$ cat config.mk
export PLATFORM = sky130hd
export DESIGN_NAME = scu_dsp_dma_bridge_flat
export DESIGN_NICKNAME = d
export VERILOG_FILES = /design/src/rtl/scu_dsp_dma_bridge_pkg.sv /design/src/rtl/scu_dsp_dma_bridge_if.sv /design/src/rtl/scu_dsp_dma_bridge.sv /design/src/flat_wrapper.sv
export SDC_FILE = /design/constraint.sdc
export NUM_CORES = 1
export LEC_CHECK = 0
export BUFFER_PORTS_ARGS = -buffer_cell sky130_fd_sc_hd__buf_2
export CAP_MARGIN = 10
export CELL_PAD_IN_SITES_DETAIL_PLACEMENT = 0
export CELL_PAD_IN_SITES_GLOBAL_PLACEMENT = 1
export CORE_UTILIZATION = 30
export DETAILED_ROUTE_END_ITERATION = 6
export MAX_ROUTING_LAYER = met4
export PLACE_DENSITY_LB_ADDON = 0.1
export SLEW_MARGIN = 20
export SYNTH_ARGS = -nofsm -noshare
export SYNTH_HDL_FRONTEND = slang
export SYNTH_SLANG_ARGS = --single-unit
$ cat constraint.sdc
create_clock -name CLK -period 2.2 [get_ports CLK]
set_input_delay 0.66 -clock CLK [delete_from_list [all_inputs] [get_ports CLK]]
set_output_delay 0.66 -clock CLK [all_outputs]
set_load 0.01 [all_outputs]
$ cat src/rtl/scu_dsp_dma_bridge_pkg.sv
// Shared types, address map and timeout limit for the SCU DSP DMA bridge.
// The package also holds the pure decode from a byte address to a bus region.
package SCUDSP_PKG;

   typedef enum logic [1:0] {
      ST_IDLE = 2'd0,
      ST_ARB  = 2'd1,
      ST_XFER = 2'd2,
      ST_ACK  = 2'd3
   } state_t;

   typedef enum logic [1:0] {
      REGION_ABUS    = 2'd0,
      REGION_BBUS    = 2'd1,
      REGION_WRAM    = 2'd2,
      REGION_ILLEGAL = 2'd3
   } region_t;

   localparam logic [26:0] ABUS_BASE  = 27'h2000000;
   localparam logic [26:0] ABUS_LIMIT = 27'h58FFFFF;
   localparam logic [26:0] BBUS_BASE  = 27'h5A00000;
   localparam logic [26:0] BBUS_LIMIT = 27'h5FFFFFF;
   localparam logic [26:0] WRAM_BASE  = 27'h6000000;
   localparam logic [26:0] WRAM_LIMIT = 27'h7FFFFFF;

   localparam logic [7:0] XFER_TIMEOUT = 8'd255;

   // Offset form keeps the WRAM limit check meaningful at the top of the 27-bit space.
   function automatic logic in_window(input logic [26:0] addr,
                                      input logic [26:0] base,
                                      input logic [26:0] limit);
      return (addr >= base) && ((addr - base) <= (limit - base));
   endfunction

   function automatic region_t decode_region(input logic [26:0] addr);
      region_t region;
      region = REGION_ILLEGAL;
      if (in_window(addr, ABUS_BASE, ABUS_LIMIT))
         region = REGION_ABUS;
      else if (in_window(addr, BBUS_BASE, BBUS_LIMIT))
         region = REGION_BBUS;
      else if (in_window(addr, WRAM_BASE, WRAM_LIMIT))
         region = REGION_WRAM;
      return region;
   endfunction

endpackage

$ cat src/rtl/scu_dsp_dma_bridge_if.sv
// SCU-side arbitration and bus-cycle signals of the DSP DMA bridge.
// The bridge is the master; the arbiter and bus targets sit on the slave side.
interface scu_dsp_dma_bridge_if;

   logic        ARB_REQ;
   logic        ARB_GNT;
   logic [26:0] BUS_A;
   logic [1:0]  BUS_SEL;
   logic        BUS_REQ;
   logic        BUS_WE;
   logic [31:0] BUS_DO;
   logic [31:0] BUS_DI;
   logic        BUS_RDY;

   modport master (
      output ARB_REQ, BUS_A, BUS_SEL, BUS_REQ, BUS_WE, BUS_DO,
      input  ARB_GNT, BUS_DI, BUS_RDY
   );

   modport slave (
      input  ARB_REQ, BUS_A, BUS_SEL, BUS_REQ, BUS_WE, BUS_DO,
      output ARB_GNT, BUS_DI, BUS_RDY
   );

endinterface

$ cat src/rtl/scu_dsp_dma_bridge.sv
// Single-word DMA bridge from the SCU DSP onto the A-bus, B-bus or work RAM.
// Each request is arbitrated, run as one bus cycle (with timeout) and acknowledged.
module scu_dsp_dma_bridge
   import SCUDSP_PKG::*;
(
   input  logic        CLK,
   input  logic        RST_N,
   input  logic        CE_R,
   input  logic [26:2] DSP_A,
   input  logic [31:0] DSP_DO,
   input  logic        DSP_WE,
   input  logic        DSP_REQ,
   output logic        DSP_ACK,
   output logic [31:0] DSP_DI,
   input  logic        ERR_CLR,
   output logic        ERR,
   output logic        BUSY,
   scu_dsp_dma_bridge_if.master bus
);

   state_t      state_q;
   state_t      state_d;
   logic [26:0] bus_a_q;
   region_t     sel_q;
   logic        we_q;
   logic [31:0] do_q;
   logic [31:0] di_q;
   logic        err_q;
   logic [7:0]  tmo_q;

   logic        latch_req;
   logic        load_di;
   logic [31:0] di_next;
   logic        err_event;
   logic        tmo_clr;
   logic        tmo_inc;
   region_t     req_region;

   assign req_region = decode_region({DSP_A, 2'b00});

   always_ff @(posedge CLK or negedge RST_N) begin
      if (!RST_N)
         state_q <= ST_IDLE;
      else if (CE_R)
         state_q <= state_d;
   end

   always_comb begin
      state_d   = state_q;
      latch_req = 1'b0;
      load_di   = 1'b0;
      di_next   = bus.BUS_DI;
      err_event = 1'b0;
      tmo_clr   = 1'b0;
      tmo_inc   = 1'b0;

      case (state_q)
         ST_IDLE: begin
            if (DSP_REQ) begin
               latch_req = 1'b1;
               if (req_region == REGION_ILLEGAL) begin
                  err_event = 1'b1;
                  load_di   = 1'b1;
                  di_next   = '0;
                  state_d   = ST_ACK;
               end else begin
                  state_d = ST_ARB;
               end
            end
         end
         ST_ARB: begin
            if (bus.ARB_GNT) begin
               tmo_clr = 1'b1;
               state_d = ST_XFER;
            end
         end
         // The grant is not re-checked here: once started, a bus cycle always completes.
         ST_XFER: begin
            tmo_inc = 1'b1;
            if (bus.BUS_RDY) begin
               load_di = !we_q;
               state_d = ST_ACK;
            end else if (tmo_q == XFER_TIMEOUT - 8'd1) begin
               err_event = 1'b1;
               load_di   = 1'b1;
               di_next   = '0;
               state_d   = ST_ACK;
            end
         end
         ST_ACK: begin
            state_d = ST_IDLE;
         end
         default: begin
            state_d = ST_IDLE;
         end
      endcase

      if (DSP_REQ && (state_q != ST_IDLE))
         err_event = 1'b1;
   end

   // A new error event takes priority over a simultaneous ERR_CLR.
   always_ff @(posedge CLK or negedge RST_N) begin
      if (!RST_N) begin
         bus_a_q <= '0;
         sel_q   <= REGION_ABUS;
         we_q    <= 1'b0;
         do_q    <= '0;
         di_q    <= '0;
         err_q   <= 1'b0;
         tmo_q   <= '0;
      end else if (CE_R) begin
         if (latch_req) begin
            bus_a_q <= {DSP_A, 2'b00};
            sel_q   <= req_region;
            we_q    <= DSP_WE;
            do_q    <= DSP_DO;
         end
         if (load_di)
            di_q <= di_next;
         if (tmo_clr)
            tmo_q <= '0;
         else if (tmo_inc)
            tmo_q <= tmo_q + 8'd1;
         if (err_event)
            err_q <= 1'b1;
         else if (ERR_CLR)
            err_q <= 1'b0;
      end
   end

   assign DSP_ACK     = (state_q == ST_ACK);
   assign DSP_DI      = di_q;
   assign ERR         = err_q;
   assign BUSY        = (state_q != ST_IDLE);
   assign bus.ARB_REQ = (state_q == ST_ARB) || (state_q == ST_XFER);
   assign bus.BUS_REQ = (state_q == ST_XFER);
   // Write enable only shows during a live bus cycle so an idle bus never looks like a write.
   assign bus.BUS_WE  = we_q && (state_q == ST_XFER);
   assign bus.BUS_A   = bus_a_q;
   assign bus.BUS_SEL = sel_q;
   assign bus.BUS_DO  = do_q;

endmodule

$ cat src/flat_wrapper.sv
// flat-port wrapper written by rule: the top's interface ports become plain ports
module scu_dsp_dma_bridge_flat import SCUDSP_PKG::*;
  (CLK, RST_N, CE_R, DSP_A, DSP_DO, DSP_WE, DSP_REQ, DSP_ACK, DSP_DI, ERR_CLR, ERR, BUSY, bus_ARB_REQ, bus_BUS_A, bus_BUS_SEL, bus_BUS_REQ, bus_BUS_WE, bus_BUS_DO, bus_ARB_GNT, bus_BUS_DI, bus_BUS_RDY);
  scu_dsp_dma_bridge_if bus_i ();
  input  logic CLK;
  input  logic RST_N;
  input  logic CE_R;
  input  logic [26:2] DSP_A;
  input  logic [31:0] DSP_DO;
  input  logic DSP_WE;
  input  logic DSP_REQ;
  output logic DSP_ACK;
  output logic [31:0] DSP_DI;
  input  logic ERR_CLR;
  output logic ERR;
  output logic BUSY;
  output wire logic [$bits(bus_i.ARB_REQ)-1:0] bus_ARB_REQ;
  output wire logic [$bits(bus_i.BUS_A)-1:0] bus_BUS_A;
  output wire logic [$bits(bus_i.BUS_SEL)-1:0] bus_BUS_SEL;
  output wire logic [$bits(bus_i.BUS_REQ)-1:0] bus_BUS_REQ;
  output wire logic [$bits(bus_i.BUS_WE)-1:0] bus_BUS_WE;
  output wire logic [$bits(bus_i.BUS_DO)-1:0] bus_BUS_DO;
  input wire logic [$bits(bus_i.ARB_GNT)-1:0] bus_ARB_GNT;
  input wire logic [$bits(bus_i.BUS_DI)-1:0] bus_BUS_DI;
  input wire logic [$bits(bus_i.BUS_RDY)-1:0] bus_BUS_RDY;
  assign bus_ARB_REQ = bus_i.ARB_REQ;
  assign bus_BUS_A = bus_i.BUS_A;
  assign bus_BUS_SEL = bus_i.BUS_SEL;
  assign bus_BUS_REQ = bus_i.BUS_REQ;
  assign bus_BUS_WE = bus_i.BUS_WE;
  assign bus_BUS_DO = bus_i.BUS_DO;
  assign bus_i.ARB_GNT = bus_ARB_GNT;
  assign bus_i.BUS_DI = bus_BUS_DI;
  assign bus_i.BUS_RDY = bus_BUS_RDY;
  scu_dsp_dma_bridge u_core (.CLK(CLK), .RST_N(RST_N), .CE_R(CE_R), .DSP_A(DSP_A), .DSP_DO(DSP_DO), .DSP_WE(DSP_WE), .DSP_REQ(DSP_REQ), .DSP_ACK(DSP_ACK), .DSP_DI(DSP_DI), .ERR_CLR(ERR_CLR), .ERR(ERR), .BUSY(BUSY), .bus(bus_i));
endmodule
==> impl_metrics.csv <==
group,metric,value,unit
die,rows,46,
cells_and_area,fillers,1585,
placed_design,place_area,0.006495,sq mm
die,coreArea,0.01612,sq mm
global_routing,grt_remaining_overflow,0,
power_and_ir_drop,powerDensity,1241,mW/mm^2
yosys,ys_async_sr_fraction,1.000,
placed_design,dp_hpwl,9789,um
route,wl_per_cell,16.20,um
yosys,synth_cells,419,
timing,period_share,0.9931,
timing,maxSlewHeadroom,0.4832,
route,firstDrtPassIters,4,
timing,rsz0062_at_grt,"yes",
cells_and_area,drive_gt1_frac,0.5635,
setup_path,arrival,2.40,ns
setup_path,timing.rr.start,"u_core.state_q[0]",
clock_network,cts.sinks,103,
global_routing,grt_pass1_wl,22530,um
route,drc_errors,0,
timing,setup_violations,0,
route,drt_iter0_drc,105,
global_routing,gr-usage-all-layers,0.1692,
cells_and_area,multi_input_area,0.002247,sq mm
yosys,synth_top_cell_area_share,0.5141,
clock_network,cts-htree-levels,3,
setup_path,start_kind,"primary input",
power_and_ir_drop,peakVddDrop,0.4986,mV
cells_and_area,n_antenna_cell,0,
cells_and_area,area_delta_synth_final,43.22,%
setup_path,crit_type,"primary input to flip-flop",
cells_and_area,finalNetCount,749,
setup_path,critPathSlowestCell,"nor4_4",
yosys,syn_area_per_cell,11.97,sq um
clock_network,cts_made_buffers,9,
die,start_util,0.3111,
yosys,synth_enable_flop_cells,0,
timing,maxSlewViolCount,0,
hold_path,hold_class,"primary input to async pin",
setup_path,worst_r2r_path_depth,7,
clock_network,clkTransAtPathRegs,0.07,ns
die,ios,196,
route,routed_wl,13960,um
timing,skew,0.01035,ns
clock_network,worstSkewPairLatency,0.35,ns
global_routing,antenna_found_initial,0,
placed_design,portBuffers,193,
global_routing,grt_max_degree,65,
route,vias,4077,
clock_network,cts_tree,"yes",
setup_path,critPathMaxFanout,5,
timing,max_freq,457.7,MHz
timing,setup_ws,0.01511,ns
yosys,yosysMostFrequentCell,"dfrtp_1",
timing,fin_crit,2.185,ns
timing,hold_viol,0,
cells_and_area,design_area,0.007181,sq mm
yosys,ys_ff_latch,103,
yosys,yosysTopAreaCell,"dfrtp_1",
yosys,yosysSeqAreaShare,0.5141,
setup_path,rrSetupSlack,0.07,ns
setup_path,path_cells,"buf_12 -> inv_12 -> ha_4 -> nor4b_4 -> nand4_1 -> nor4_4 -> buf_4 -> o21a_4 -> buf_12 -> buf_12 -> o221ai_4",
placed_design,gp_congestion,0.7542,
setup_path,cp.required,2.42,ns
timing,tightest_slew,0.7752,ns
yosys,synth.top_cells.by_count,"103 x dfrtp_1, 57 x mux2_2, 44 x nand2_1, 42 x inv_1, 33 x o211ai_1",
yosys,synth_cell_types,44,
clock_network,clockBufferDepth,2,
route,detail-route-antenna-nets,0,
cells_and_area,seq_area,0.002577,sq mm
placed_design,pre_cts_ws,-0.4907,ns
route,via_per_inst,4.730,
clock_network,cts_root_buffer,"clkbuf_16",
die,die_area,0.01723,sq mm
yosys,ys.flop_type,"dfrtp_1",
yosys,synth_warnings,0,
die,die_h,131.3,um
setup_path,endpoint_kind,"flip-flop",
yosys,syn-cell-area,0.005014,sq mm
setup_path,crit_top_cell,"buf_12",
global_routing,grt_pass1_vias,4314,
yosys,ys_top_cells_by_area,"dfrtp_1 51%, mux2_2 13%, o221ai_2 9.0%, o211ai_1 4.9%, nand2_1 3.3%",
setup_path,path_buf_inv,5,
cells_and_area,fin_util,0.4456,
setup_path,critPathMaxStageDelay,0.33,ns
clock_network,hold_buffers,0,
setup_path,critPathTopFamily,"simple AND/OR/NAND/NOR gates",
flow_run,drv_cap,0,
setup_path,reg2reg_to,"u_core.DSP_DI[3]",
power_and_ir_drop,leakage,3.524,nW
timing,tns,0,ns
outcome,status,"complete, no violations",
die,dieWidth,131.3,um
==> layer usage <==
metal  global-route usage  share of wire  vias to the layer above
met1               0.2092           0.44                     1984
met5                    -              0                        -
met3              0.04360          0.065                       11
li1                     -              -                     1950
met4              0.05814          0.014                        0
met2               0.2680           0.48                      132
==> power by group <==
group | internal, mW | switching [mW] | total [mW]
sequential | 2.81 | 0.497 | 3.31
combinational | 1.98 | 2.03 | 4.01
clock | 0.804 | 0.791 | 1.60
==> final cells by class <==
cell class / count / share of cell area
multi-input combinational: 244 / 0.3129
sequential: 103 / 0.3589
clock inverter: 7 / 0.01011
inverter: 42 / 0.02439
timing repair buffer: 241 / 0.2246
tap: 216 / 0.03764
clock buffer: 9 / 0.03136
==> registers in the layout (all words and copies together) (netlist names) <==
signal	flops
u_core.bus.BUS_A	25
u_core.state_q	2
u_core.ERR	1
u_core.tmo_q	8
u_core.DSP_DI	32
u_core.bus.BUS_DO	32
u_core.we_q	1
u_core.bus.BUS_SEL	2
==> kinds of logic after synthesis <==
family          count (synthesis)  synth area share
flops                         103            0.5141
compound gates                 91            0.1822
simple gates                   78           0.07512
buf+inv                        73           0.06339
mux                            58            0.1300
fa+ha+maj                      11           0.02745
xor+xnor                        4          0.006987
other cells                     1         0.0007480
==> cells in the final DEF (no fill, tap or decap), types with 3 or more instances in the layout <==
| master | count |
|---|---|
| ha_1 | 8 |
| o221ai_2 | 30 |
| xor2_1 | 4 |
| a21oi_1 | 4 |
| o211ai_1 | 33 |
| nand4_1 | 3 |
| buf_4 | 30 |
| inv_8 | 3 |
| inv_1 | 40 |
| nor2_1 | 7 |
| buf_8 | 3 |
| buf_12 | 11 |
| clkbuf_16 | 11 |
| dfrtp_1 | 103 |
| o21ai_0 | 7 |
| buf_2 | 190 |
| nand2_1 | 44 |
| buf_16 | 4 |
| mux2_2 | 57 |
==> how the worst max path moves through the flow <==
stage / slack [ns] / cells past startpoint / from / to
5_1_grt: -0.12 / 11 / DSP_A[26] / u_core.DSP_DI[10]
3_5_place_dp: -0.49 / 10 / DSP_A[26] / u_core.DSP_DI[17]
2_1_floorplan: -0.09 / 9 / DSP_A[25] / u_core.DSP_DI[18]
6_report: 0.02 / 11 / DSP_A[26] / u_core.DSP_DI[3]
3_3_place_gp: -0.42 / 10 / DSP_A[26] / u_core.DSP_DI[17]
4_1_cts: 0.004 / 9 / DSP_A[25] / u_core.DSP_DI[27]
==> stage by stage <==
stage          total power [mW]  instances  hold slack, ns
2_1_floorplan             5.581        420          0.3644
3_3_place_gp              7.189        832          0.4639
3_5_place_dp              7.265        832          0.4690
4_1_cts                   9.014        857          0.2662
5_1_grt                   9.565        862          0.2875
6_report                  8.909        862          0.2570
==> what timing repair did <==
| action | 4_1_cts | 5_1_grt |
|---|---|---|
| resized for setup | 17 | 16 |
| cloned | 4 | 2 |
| buffers inserted | 6 | 4 |
| pin swaps | 4 | 10 |
| hold endpoints to repair | 0 | 0 |
| endpoints found under the setup margin | 33 | 32 |
Note: power is estimated with default switching activity, not from simulation.
